<file path="src/rtl/pe_nic_pkg.sv">
// Shared constants for the PE network interface: register map, packet
// width and the position of the virtual-channel bit.
package pe_nic_pkg;

  localparam int DW     = 64;
  localparam int VC_BIT = 63;

  localparam logic [1:0] ADDR_IN_BUF   = 2'b00;
  localparam logic [1:0] ADDR_IN_STAT  = 2'b01;
  localparam logic [1:0] ADDR_OUT_BUF  = 2'b10;
  localparam logic [1:0] ADDR_OUT_STAT = 2'b11;

  // Virtual channel a packet travels on: 0 = even cycle, 1 = odd cycle.
  function automatic logic vc_of(input logic [DW-1:0] pkt);
    return pkt[VC_BIT];
  endfunction

endpackage

</file>
<file path="src/rtl/nic_fifo.sv">
// Small synchronous FIFO used for both NIC directions. A push while full is
// accepted only when a pop happens in the same cycle; a pop while empty is
// ignored. The head word is presented combinationally.
module nic_fifo #(
  parameter int DEPTH = 2,
  parameter int DW    = 64,
  localparam int PW   = (DEPTH > 1) ? $clog2(DEPTH) : 1,
  localparam int CW   = $clog2(DEPTH) + 1
) (
  input  logic          clk,
  input  logic          reset,
  input  logic          push,
  input  logic          pop,
  input  logic [DW-1:0] din,
  output logic [DW-1:0] dout,
  output logic          full,
  output logic          empty,
  output logic [CW-1:0] count
);

  logic [DW-1:0] mem_r [DEPTH];
  logic [PW-1:0] wr_ptr_r;
  logic [PW-1:0] rd_ptr_r;
  logic [CW-1:0] count_r;

  logic full_s;
  logic empty_s;
  logic push_ok_s;
  logic pop_ok_s;

  // Pointer advance with explicit wrap so non-power-of-two-sized pointers stay in range.
  function automatic logic [PW-1:0] next_ptr(input logic [PW-1:0] p);
    if (p == PW'(DEPTH - 1)) begin
      return {PW{1'b0}};
    end else begin
      return p + PW'(1);
    end
  endfunction

  assign full_s    = (count_r == CW'(DEPTH));
  assign empty_s   = (count_r == {CW{1'b0}});
  assign pop_ok_s  = pop && !empty_s;
  assign push_ok_s = push && (!full_s || pop_ok_s);

  assign dout  = mem_r[rd_ptr_r];
  assign full  = full_s;
  assign empty = empty_s;
  assign count = count_r;

  // Pointer and occupancy bookkeeping.
  always_ff @(posedge clk) begin
    if (reset) begin
      wr_ptr_r <= {PW{1'b0}};
      rd_ptr_r <= {PW{1'b0}};
      count_r  <= {CW{1'b0}};
    end else begin
      if (push_ok_s) begin
        wr_ptr_r <= next_ptr(wr_ptr_r);
      end
      if (pop_ok_s) begin
        rd_ptr_r <= next_ptr(rd_ptr_r);
      end
      case ({push_ok_s, pop_ok_s})
        2'b10:   count_r <= count_r + CW'(1);
        2'b01:   count_r <= count_r - CW'(1);
        default: count_r <= count_r;
      endcase
    end
  end

  // Storage array; contents are don't-care while the FIFO is empty.
  always_ff @(posedge clk) begin
    if (push_ok_s) begin
      mem_r[wr_ptr_r] <= din;
    end
  end

endmodule

</file>
<file path="src/rtl/pe_nic.sv">
// Network interface between a processing element and the PE port of a ring
// router. The processor posts packets to out_buf and fetches them from
// in_buf; outgoing packets leave only in the cycle phase matching their VC.
module pe_nic #(
  parameter int DEPTH = 2,
  parameter int DW    = 64,
  localparam int CW   = $clog2(DEPTH) + 1
) (
  input  logic          clk,
  input  logic          reset,
  input  logic [1:0]    addr,
  input  logic [DW-1:0] d_in,
  output logic [DW-1:0] d_out,
  input  logic          nicEn,
  input  logic          nicWrEn,
  output logic          net_so,
  input  logic          net_ro,
  output logic [DW-1:0] net_do,
  input  logic          net_polarity,
  input  logic          net_si,
  output logic          net_ri,
  input  logic [DW-1:0] net_di
);

  import pe_nic_pkg::*;

  logic [DW-1:0] in_head_s;
  logic          in_full_s;
  logic          in_empty_s;
  logic [CW-1:0] in_count_s;
  logic [4:0]    in_cnt5_s;

  logic [DW-1:0] out_head_s;
  logic          out_full_s;
  logic          out_empty_s;
  logic [CW-1:0] out_count_s;
  logic [4:0]    out_cnt5_s;

  logic          rd_s;
  logic          rd_in_s;
  logic          wr_out_s;
  logic          in_push_s;
  logic          net_so_s;
  logic          net_ri_s;
  logic [DW-1:0] d_out_nxt_s;
  logic [DW-1:0] d_out_r;

  assign rd_s      = nicEn && !nicWrEn;
  assign rd_in_s   = rd_s && (addr == ADDR_IN_BUF);
  assign wr_out_s  = nicEn && nicWrEn && (addr == ADDR_OUT_BUF);

  // Router may only send while we have room; a send while full is dropped.
  assign net_ri_s  = !in_full_s;
  assign in_push_s = net_si && net_ri_s;

  // Head-of-line packet goes out only in its own polarity phase.
  assign net_so_s  = !out_empty_s && net_ro && (net_polarity == vc_of(out_head_s));

  assign in_cnt5_s  = 5'(in_count_s);
  assign out_cnt5_s = 5'(out_count_s);

  assign net_ri = net_ri_s;
  assign net_so = net_so_s;
  assign net_do = out_head_s;
  assign d_out  = d_out_r;

  nic_fifo #(.DEPTH(DEPTH), .DW(DW)) u_in_fifo (
    .clk   (clk),
    .reset (reset),
    .push  (in_push_s),
    .pop   (rd_in_s),
    .din   (net_di),
    .dout  (in_head_s),
    .full  (in_full_s),
    .empty (in_empty_s),
    .count (in_count_s)
  );

  nic_fifo #(.DEPTH(DEPTH), .DW(DW)) u_out_fifo (
    .clk   (clk),
    .reset (reset),
    .push  (wr_out_s),
    .pop   (net_so_s),
    .din   (d_in),
    .dout  (out_head_s),
    .full  (out_full_s),
    .empty (out_empty_s),
    .count (out_count_s)
  );

  // Register-file read mux; d_out holds when no read is issued.
  always_comb begin
    d_out_nxt_s = d_out_r;
    if (rd_s) begin
      case (addr)
        ADDR_IN_BUF:   d_out_nxt_s = in_empty_s ? {DW{1'b0}} : in_head_s;
        ADDR_IN_STAT:  d_out_nxt_s = {{(DW-6){1'b0}}, in_cnt5_s, !in_empty_s};
        ADDR_OUT_BUF:  d_out_nxt_s = {DW{1'b0}};
        ADDR_OUT_STAT: d_out_nxt_s = {{(DW-6){1'b0}}, out_cnt5_s, out_full_s};
        default:       d_out_nxt_s = {DW{1'b0}};
      endcase
    end else begin
      d_out_nxt_s = d_out_r;
    end
  end

  // Registered processor read data.
  always_ff @(posedge clk) begin
    if (reset) begin
      d_out_r <= {DW{1'b0}};
    end else begin
      d_out_r <= d_out_nxt_s;
    end
  end

endmodule

</file>
<file path="config.mk">
export PLATFORM = sky130hd
export DESIGN_NAME = pe_nic
export DESIGN_NICKNAME = d
export VERILOG_FILES = /design/src/rtl/pe_nic_pkg.sv /design/src/rtl/nic_fifo.sv /design/src/rtl/pe_nic.sv
export SDC_FILE = /design/constraint.sdc
export NUM_CORES = 1
export LEC_CHECK = 0
export CORE_ASPECT_RATIO = 1.4
export CORE_MARGIN = 2
export CORE_UTILIZATION = 27
export DETAILED_ROUTE_END_ITERATION = 12
export GPL_ROUTABILITY_DRIVEN = 0
export GPL_TIMING_DRIVEN = 0
export MAX_ROUTING_LAYER = met4
export PLACE_DENSITY = 0.54
export SKIP_LAST_GASP = 1
export SLEW_MARGIN = 0
export SYNTH_ARGS = -nofsm -noshare
export SYNTH_HDL_FRONTEND = slang
export SYNTH_SLANG_ARGS = --single-unit
</file>
<file path="constraint.sdc">
create_clock -name clk -period 6.95 [get_ports clk]
set_clock_uncertainty 0.05 [all_clocks]
set_input_delay 2.085 -clock clk [delete_from_list [all_inputs] [get_ports clk]]
set_output_delay 2.085 -clock clk [all_outputs]
set_load 0.01 [all_outputs]
</file>
### Word-level counts from Yosys, hierarchy flattened

Memories as Yosys holds them, arrays and structs flattened. A register that Yosys moved wholly into a read port is not among the register bits.
Index checks and enable logic that the tools add are counted.

* add/subtract/negate cells: 8
* eq/ne operators: 10
* multiplexer cells: 16
* reduce and logical (&&, ||, !) cells: 23

Operator list (number)
* case mux 64 bit (4 select lines): 1
* two-way mux 64 bit: 1
* equality test 2 bit (second input constant): 6
* two-way mux 1 bit: 12
* logical AND 1 bit: 11
* case mux 2 bit (2 select lines): 2
* equality test 2 x 1 -> 1 bit (second input constant): 3
* logical NOT 2 bit: 3
* logical NOT 1 bit: 5
* adder 1 bit (second input constant): 4
* adder 2 x 1 -> 2 bit (second input constant): 2
* nonzero test 2 bit: 2
* subtractor 2 x 1 -> 2 bit (second input constant): 2
* logical OR 1 bit: 2
* equality test 1 bit: 1

* flip-flop bits (word level): 72
* bits in writable memories: 256
* input bits: 137
* memories: 2

Memories
* u_in_fifo.mem_r: words 2, width 64, read ports 1, clocked after memory_dff 1, write ports 1, line nic_fifo.sv:21 `logic [DW-1:0] mem_r [DEPTH];`
* u_out_fifo.mem_r: words 2, width 64, read ports 1, clocked after memory_dff 1, write ports 1, line nic_fifo.sv:21

### Depth between registers and ports, before layout

Gate-level depths: netlist (run 1).

* depth after elaboration: 9
* gate-level depth with buffers: 8

### Cells and area by module

Synthesis (run 1) repeated with hierarchy kept, for this count alone.

* cells, all modules: 755
* area total of the unflattened synthesis: 12234.2 µm²

By module, submodules not included
* nic_fifo: times used 2, cells an instance 229, area each 4885.9 µm²
* pe_nic: times used 1, cells an instance 297, area each 2462.4 µm²

### Worst setup path before layout (run 1)

No wires, ideal clock.

* path type: in2reg
* from: input port addr[0]
* to: memory u_out_fifo.mem_r[0][0], enable pin
* setup time: 0.486 ns
* data arrival time: 5.386 ns
* data required time: 6.414 ns
* path slack: 1.027 ns
* stages: 4
* cell sequence: clkbuf_1 -> and4b_1 -> o21ai_1 -> nor2_1

* longest elaborated chain between the ends: 5

RTL lines
* from (decl): line pe_nic.sv:11 `input logic [1:0] addr,`
* equality test 2 bit: line pe_nic.sv:50 `assign wr_out_s = nicEn && nicWrEn && (addr == ADDR_OUT_BUF);`
* logical AND 1 bit: line pe_nic.sv:50
* logical AND 1 bit: line nic_fifo.sv:43 `assign push_ok_s = push && (!full_s || pop_ok_s);`
* two-way mux 1 bit: line nic_fifo.sv:73 `if (push_ok_s) begin`
* two-way mux 1 bit (implied by the code): line nic_fifo.sv:74 `mem_r[wr_ptr_r] <= din;`
* to (decl): line nic_fifo.sv:21

Every way passes these cells.

### Final worst setup path (run 1)

* from: input port net_polarity
* to: output port net_so

* longest elaborated chain between the ends: 2

RTL lines
* from (decl): line pe_nic.sv:19 `input logic net_polarity,`
* equality test 1 bit: line pe_nic.sv:57 `assign net_so_s = !out_empty_s && net_ro && (net_polarity == vc_of(out_head_s));`
* logical AND 1 bit: line pe_nic.sv:57
* to (decl): line pe_nic.sv:16 `output logic net_so,`

Every way passes these cells.

==> results of run 1 <==
Yosys cell counts:
master      n
buf_1       6
nor2b_1     3
o21bai_1    1
or3_1       2
xor2_1      3
buf_2       9
edfxtp_1  256
o21ai_0     2
dfxtp_1    74
a21oi_1     2
nor3_1      5
nand2b_1    5
clkbuf_1   20
o21ai_1     1
a22oi_1    61
nor3_4      1
a31oi_1     1
buf_6       1
nand2_1     3
o221a_2     1
ha_1        2
and4b_1     1
mux2i_4     1
mux2_2    126
mux2_4      1
nand3_1     1
o311ai_0    1
o21a_4      1
inv_1       1
mux2i_1     2
a211oi_1    3
and3_1      1
xnor2_1     3
nor2_1     75
o21a_1      1
mux2_1      2
path summary, 6_finish.rpt:
| kind | start | end | slack [ns] | cells after the start |
|---|---|---|---|---|
| worst max-delay path | net_polarity | net_so | 1.02 | 5 |
| worst min-delay path | d_out[2] | d_out[2] | 0.45 | 2 |
| worst max register to register | flop | u_out_fifo.mem_r[0][48] | 4.10 | 7 |
| worst min register to register | d_out[2] | d_out[2] | 0.45 | 2 |
area by class of cell:
| class | instances | share of cell area |
|---|---|---|
| Sequential cell | 330 | 0.556 |
| Timing Repair Buffer | 272 | 0.170 |
| Multi-Input combinational cell | 312 | 0.157 |
| Clock buffer | 47 | 0.0596 |
| Tap cell | 552 | 0.0419 |
| Buffer | 36 | 0.00933 |
| Clock inverter | 16 | 0.00652 |
| Antenna cell | 2 | 0.000303 |
| Inverter | 1 | 0.000228 |
worst reg2reg max path: stages (launching register included):
cell     delay, ns
dfxtp_1       0.32
buf_6         0.17
mux2_4        0.35
mux2i_4       0.30
o21ai_1       0.26
nor2_4        0.59
buf_12        0.27
buf_12        0.22
state kept, by name, summed over array words and instances (netlist names), named ones only:
register,cells
u_out_fifo.count,2
u_in_fifo.wr_ptr_r,1
u_out_fifo.rd_ptr_r,1
u_out_fifo.wr_ptr_r,1
u_out_fifo.mem_r,128
d_out,64
u_in_fifo.mem_r,128
u_in_fifo.count,2
u_in_fifo.rd_ptr_r,1
kinds of logic (layout without fill, tap and decap cells):
logic type / after synthesis / count (layout) / synth area share
adders and majority gates: 2 / 2 / 0.00211
xor gates and xnor gates: 6 / 6 / 0.00442
DFF: 330 / 330 / 0.772
and+or+nand+nor: 97 / 97 / 0.0352
AOI/OAI and AO/OA: 75 / 75 / 0.0473
muxes: 132 / 132 / 0.126
other: 0 / 2 / 0
buffers and inverters: 37 / 372 / 0.0133
report_power, final:
part	leakage [nW]	switching (mW)	total, mW	internal, mW
registers	2.95	0.0208	2.24	2.22
clock network	0.534	0.744	1.78	1.03
logic	1.93	0.140	0.302	0.162
total	5.42	0.905	4.31	3.41
routing by layer:
layer	up-vias	wire length, um
met5	-	0
met4	0	966
met3	46	1800
met2	204	15100
met1	3344	11100
li1	3220	-
stage by stage:
step	setup slack [ns]	utilization	cell area (sq um)	hold WS, ns
floorplan	1.03	-	11900	0.431
global placement	-1.64	0.352	15200	0.438
detailed placement	1.05	0.356	15400	0.435
CTS	1.03	0.381	16500	0.448
global route	1.01	0.382	16500	0.469
finish	1.02	0.382	16500	0.448
==> impl_results.md, run 1 <==
* M1 GR Usage at 0.136
* Row cnt at 90
* Die Width at about 180 um
* Root Driver: clkbuf_16
* Overall Global Routing Usage at 0.128
* Power Density at approximately 260 nW/um^2
* Vias in the first global route at between 7000 and 8000
* Via density per instance at ~4.3
* IO buf count at about 270
* Clock sinks at 330
* Initial antenna violation count at 2
* Initial cell density of the core at 0.275
* Worst-Margin Slew at 0.689 ns
* H-Tree Depth at 2
* FILL cells at slightly above 4000
* Worst stage delay on the critical path at between 0.6 and 0.7 ns
* Met2 GRT Util at 0.226
* Run status: finished, final reports clean
* Most common cell after layout, fill and taps aside: clkdlybuf4s50_1
* GR Util met3 at 0.0334
* Crit-path cells: clkdlybuf4s50_1 > nand2b_1 > mux2i_4 > o21a_1 > clkdlybuf4s50_1
* Detailed Routing Iterations Pass 1 at 4
* Commonest non-fill, non-tap cells in the layout: 265 x clkdlybuf4s50_1, 256 x edfxtp_1, 126 x mux2_2
* Final Setup Violations at 0
* Grt total ovfl at 0
* Synth unique cells at 36
* Syn_area_per_cell at between 15 and 20 sq um
* CTS resizes at 0
* Tot Pwr at between 4 and 5 mW
* Slew HR at 0.541
* Critical path class: primary input to primary output
* Detailed Route WL at approximately 29000 um
* Area contributors post-synth: edfxtp_1 65%, dfxtp_1 12%, mux2_2 12%, a22oi_1 3.9%, nor2_1 2.4%
* Non-filler cells, final at 1568
* Largest net degree at the start of global routing at 44
* Tmin final at around 5.9 ns
* Full die area at 45700 sq um
* DP HPWL at approximately 20000 um
* Critical Path End Type: primary output
* Syn Std Cell Area at about 12000 sq um
* Worst Hold Class: flop to flop
* Die height at between 200 and 300 um
* Antenna Nets Post-Route at 0
* Seq/Total Area, Yosys at 0.772
* Lkg Pwr at roughly 5.4 nW
* Clk_lat worst skew at 0.52 ns
* Slowest CP cell: clkdlybuf4s50_1
* Inst Count DP at 1503
* Max Slew Vio Count at 0
* DRC Markers at 0
* Cts hold-fix bufs at 0
* Max IR drop VDD at 176 uV
* CTS tree: done
* Wire per inst at between 15 and 20 um
* Final hold violations at 0
* DR iter-0 viols at between 200 and 300
* Fin Setup TNS at 0 ns
* Share of the synthesized area in the top cell type at 0.647
* Proportion of layout cells with a drive suffix above 1 at 0.199
* I/O pin cnt at 267
* Area Growth Syn to Fin at 38.8%
* Delay-heaviest family, CP: buffers and inverters
* CTS Buf Count at 35
* Max-cap violations at 0
* Setup crit start kind: primary input
* Core Footprint at approximately 43000 sq um
* First-pass GRT wire length at 42900 um
* Syn nets at ~800
* Post-CTS setup buffers at 0
* #FFs+latches synth at 330
* CTS max path bufs at 3
* YS warnings at 0
* Gr busiest metal: met2
* Crit path buf inv count at 2
* CP most frequent cell: clkdlybuf4s50_1
* Cell taking the most area after synthesis: edfxtp_1
* Final #Nets at ~1100
* CP max FO at 5
* Crit path required time at around 4.8 ns
* Storage element area at 9170 sq um
* Cells after Synth at just under 700
* Multi-input gate area at ~2600 sq um
* Data arrival, critical path at between 3 and 4 ns
* Via Count at approximately 6800
* Fmax achieved at around 170 MHz
* Final period util at 0.853
* Worst-path clk slew at around 0.06 ns
* Unrepaired setup endpoints after global routing: no
Note: power is estimated with default switching activity, not from simulation.
==> run 2, diff against run 1 <==
- SLEW_MARGIN: 0 -> default
==> results of run 2 <==
The final DEF is identical to that of run 1; final timing and power are the same.
==> run 3, diff against run 2 <==
- DONT_BUFFER_PORTS: default -> 1
- PLACE_DENSITY: 0.54 -> 0.46
==> run 3 against run 2 <==
First-iteration DRC count fell by 6.4%. Routed wire length fell by 6.7%. Critical path depth decreased by 2. Cell count shrank 17%. Critical endpoint unchanged. Largest power group unchanged.
==> impl_results.md, run 3 (same netlist as run 1, synthesis figures left out) <==
* Setup crit start kind: primary input
* Full die area at ~46000 sq um
* Post-CTS setup buffers at 0
* Row cnt at 90
* R2r worst-path depth at 7
* Worst-path clk slew at 0.06 ns
* Power Density at a little over 300 nW/um^2
* DR iter-0 viols at roughly 250
* Lkg Pwr at approximately 4.4 nW
* Final period util at 0.722
* CTS tree: done
* Fin Setup TNS at 0 ns
* Final hold violations at 0
* Proportion of layout cells with a drive suffix above 1 at 0.261
* Die Width at between 150 and 200 um
* Max IR drop VDD at 202 uV
* IO buf count at 0
* CTS max path bufs at 3
* Root Driver: clkbuf_16
* Largest net degree at the start of global routing at between 40 and 50
* Vias in the first global route at around 6200
* Final #Nets at around 860
* Commonest non-fill, non-tap cells in the layout: 256 x edfxtp_1, 126 x mux2_2, 74 x dfxtp_1
* Fmax achieved at ~200 MHz
* Overall Global Routing Usage at 0.118
* Initial cell density of the core at 0.275
* First-pass GRT wire length at around 40000 um
* Critical Path End Type: primary output
* Tmin final at about 5 ns
* CTS resizes at 0
* Detailed Routing Iterations Pass 1 at 4
* Critical path class: primary input to primary output
* CTS Buf Count at 35
* Slew HR at 0.532
* Worst Setup Slack, final at roughly 1.9 ns
* Cts hold-fix bufs at 0
* Met3 routed WL at roughly 3100 um
* Unrepaired setup endpoints after global routing: no
* Via Count at 5907
* Hold path start: u_in_fifo.rd_ptr_r
* Worst hold slack at between 0.4 and 0.5 ns
* Uppermost layer routed: met4
* Clock sinks at 330
* Data arrival, critical path at around 2.9 ns
* DP HPWL at about 18000 um
* FF-to-FF End: u_out_fifo.mem_r[1][49]
* Grt total ovfl at 0
* CP max FO at 5
* Via density per instance at 4.53
* Max-cap violations at 0
* Worst Hold Path Cells at 2
* Detailed Route WL at between 20000 and 30000 um
* Worst-Margin Slew at between 0.7 and 0.8 ns
* Clk_lat worst skew at approximately 0.52 ns
* Most common cell after layout, fill and taps aside: edfxtp_1
* Die height at around 250 um
* Crit path required time at between 4 and 5 ns
* DRC Markers at 0
* Tot Pwr at approximately 4.2 mW
* Worst Hold Class: flop to flop
* Wire per inst at ~21 um
* Max Slew Vio Count at 0
* Met1 WL at around 9400 um
* Antenna Nets Post-Route at 0
* Area Growth Syn to Fin at 16.7%
* Worst slack, placed at between 1.5 and 2 ns
* H-Tree Depth at 2
* R2R Setup Slk at around 4.2 ns
* Metal2 WL at around 13000 um
* Initial antenna violation count at 1
* Core Footprint at between 40000 and 50000 sq um
* I/O pin cnt at 267
* Final Setup Violations at 0
* Run status: finished, final reports clean
==> run 3: cell types whose count changed in the layout (fill, tap and decap cells not counted), moves of 2 or more <==
cell,previous run,this run
clkdlybuf4s50_1,265,0
clkbuf_1,28,32
bufinv_16,1,3
clkbuf_8,2,0
clkinv_1,5,8
clkinv_2,7,1
inv_6,0,2
==> run 3: final cells by class <==
class                   instances  area (sq um)
repair buffers                  7           148
clock buffers                  48           946
clock inverters                16           166
plain buffers                  36           154
flip-flops and latches        330          9170
well taps                     552           691
fillers                      4240         29400
inverters                       1          3.75
diodes                          2          5.00
multi-input cells             312          2580
==> run 3: layer usage <==
| metal | vias to the layer above | GRT usage |
|---|---|---|
| li1 | 2690 | - |
| met1 | 2943 | 0.115 |
| met2 | 220 | 0.198 |
| met3 | 54 | 0.0595 |
| met4 | 0 | 0.0527 |
| met5 | - | - |
==> run 3: worst max-delay path by stage <==
stage                            start  slack, ns                       to
final                     net_polarity       1.93                   net_so
after global routing      net_polarity       1.94                   net_so
after CTS                 net_polarity       1.96                   net_so
after detailed placement  net_polarity       1.96                   net_so
after global placement         addr[0]      -1.19  u_out_fifo.mem_r[1][45]
after floorplan                addr[0]       1.03   u_out_fifo.mem_r[0][0]
==> run 3: power by group <==
group	internal (mW)	leakage (nW)	switching (mW)
clock network	1.07	0.533	0.757
logic	0.0692	0.930	0.110
registers	2.22	2.95	0.0253
==> run 3: through the flow <==
step | util | instances | cell area (sq um)
after floorplan | - | 679 | 11900
after global placement | 0.291 | 1231 | 12600
after detailed placement | 0.295 | 1238 | 12700
after CTS | 0.321 | 1302 | 13900
after global routing | 0.321 | 1304 | 13900
final | 0.321 | 1304 | 13900
==> run 3: worst max-delay path, cell delays in order <==
cell	delay, ns
nand2b_1	0.15
mux2i_4	0.28
o21a_1	0.36
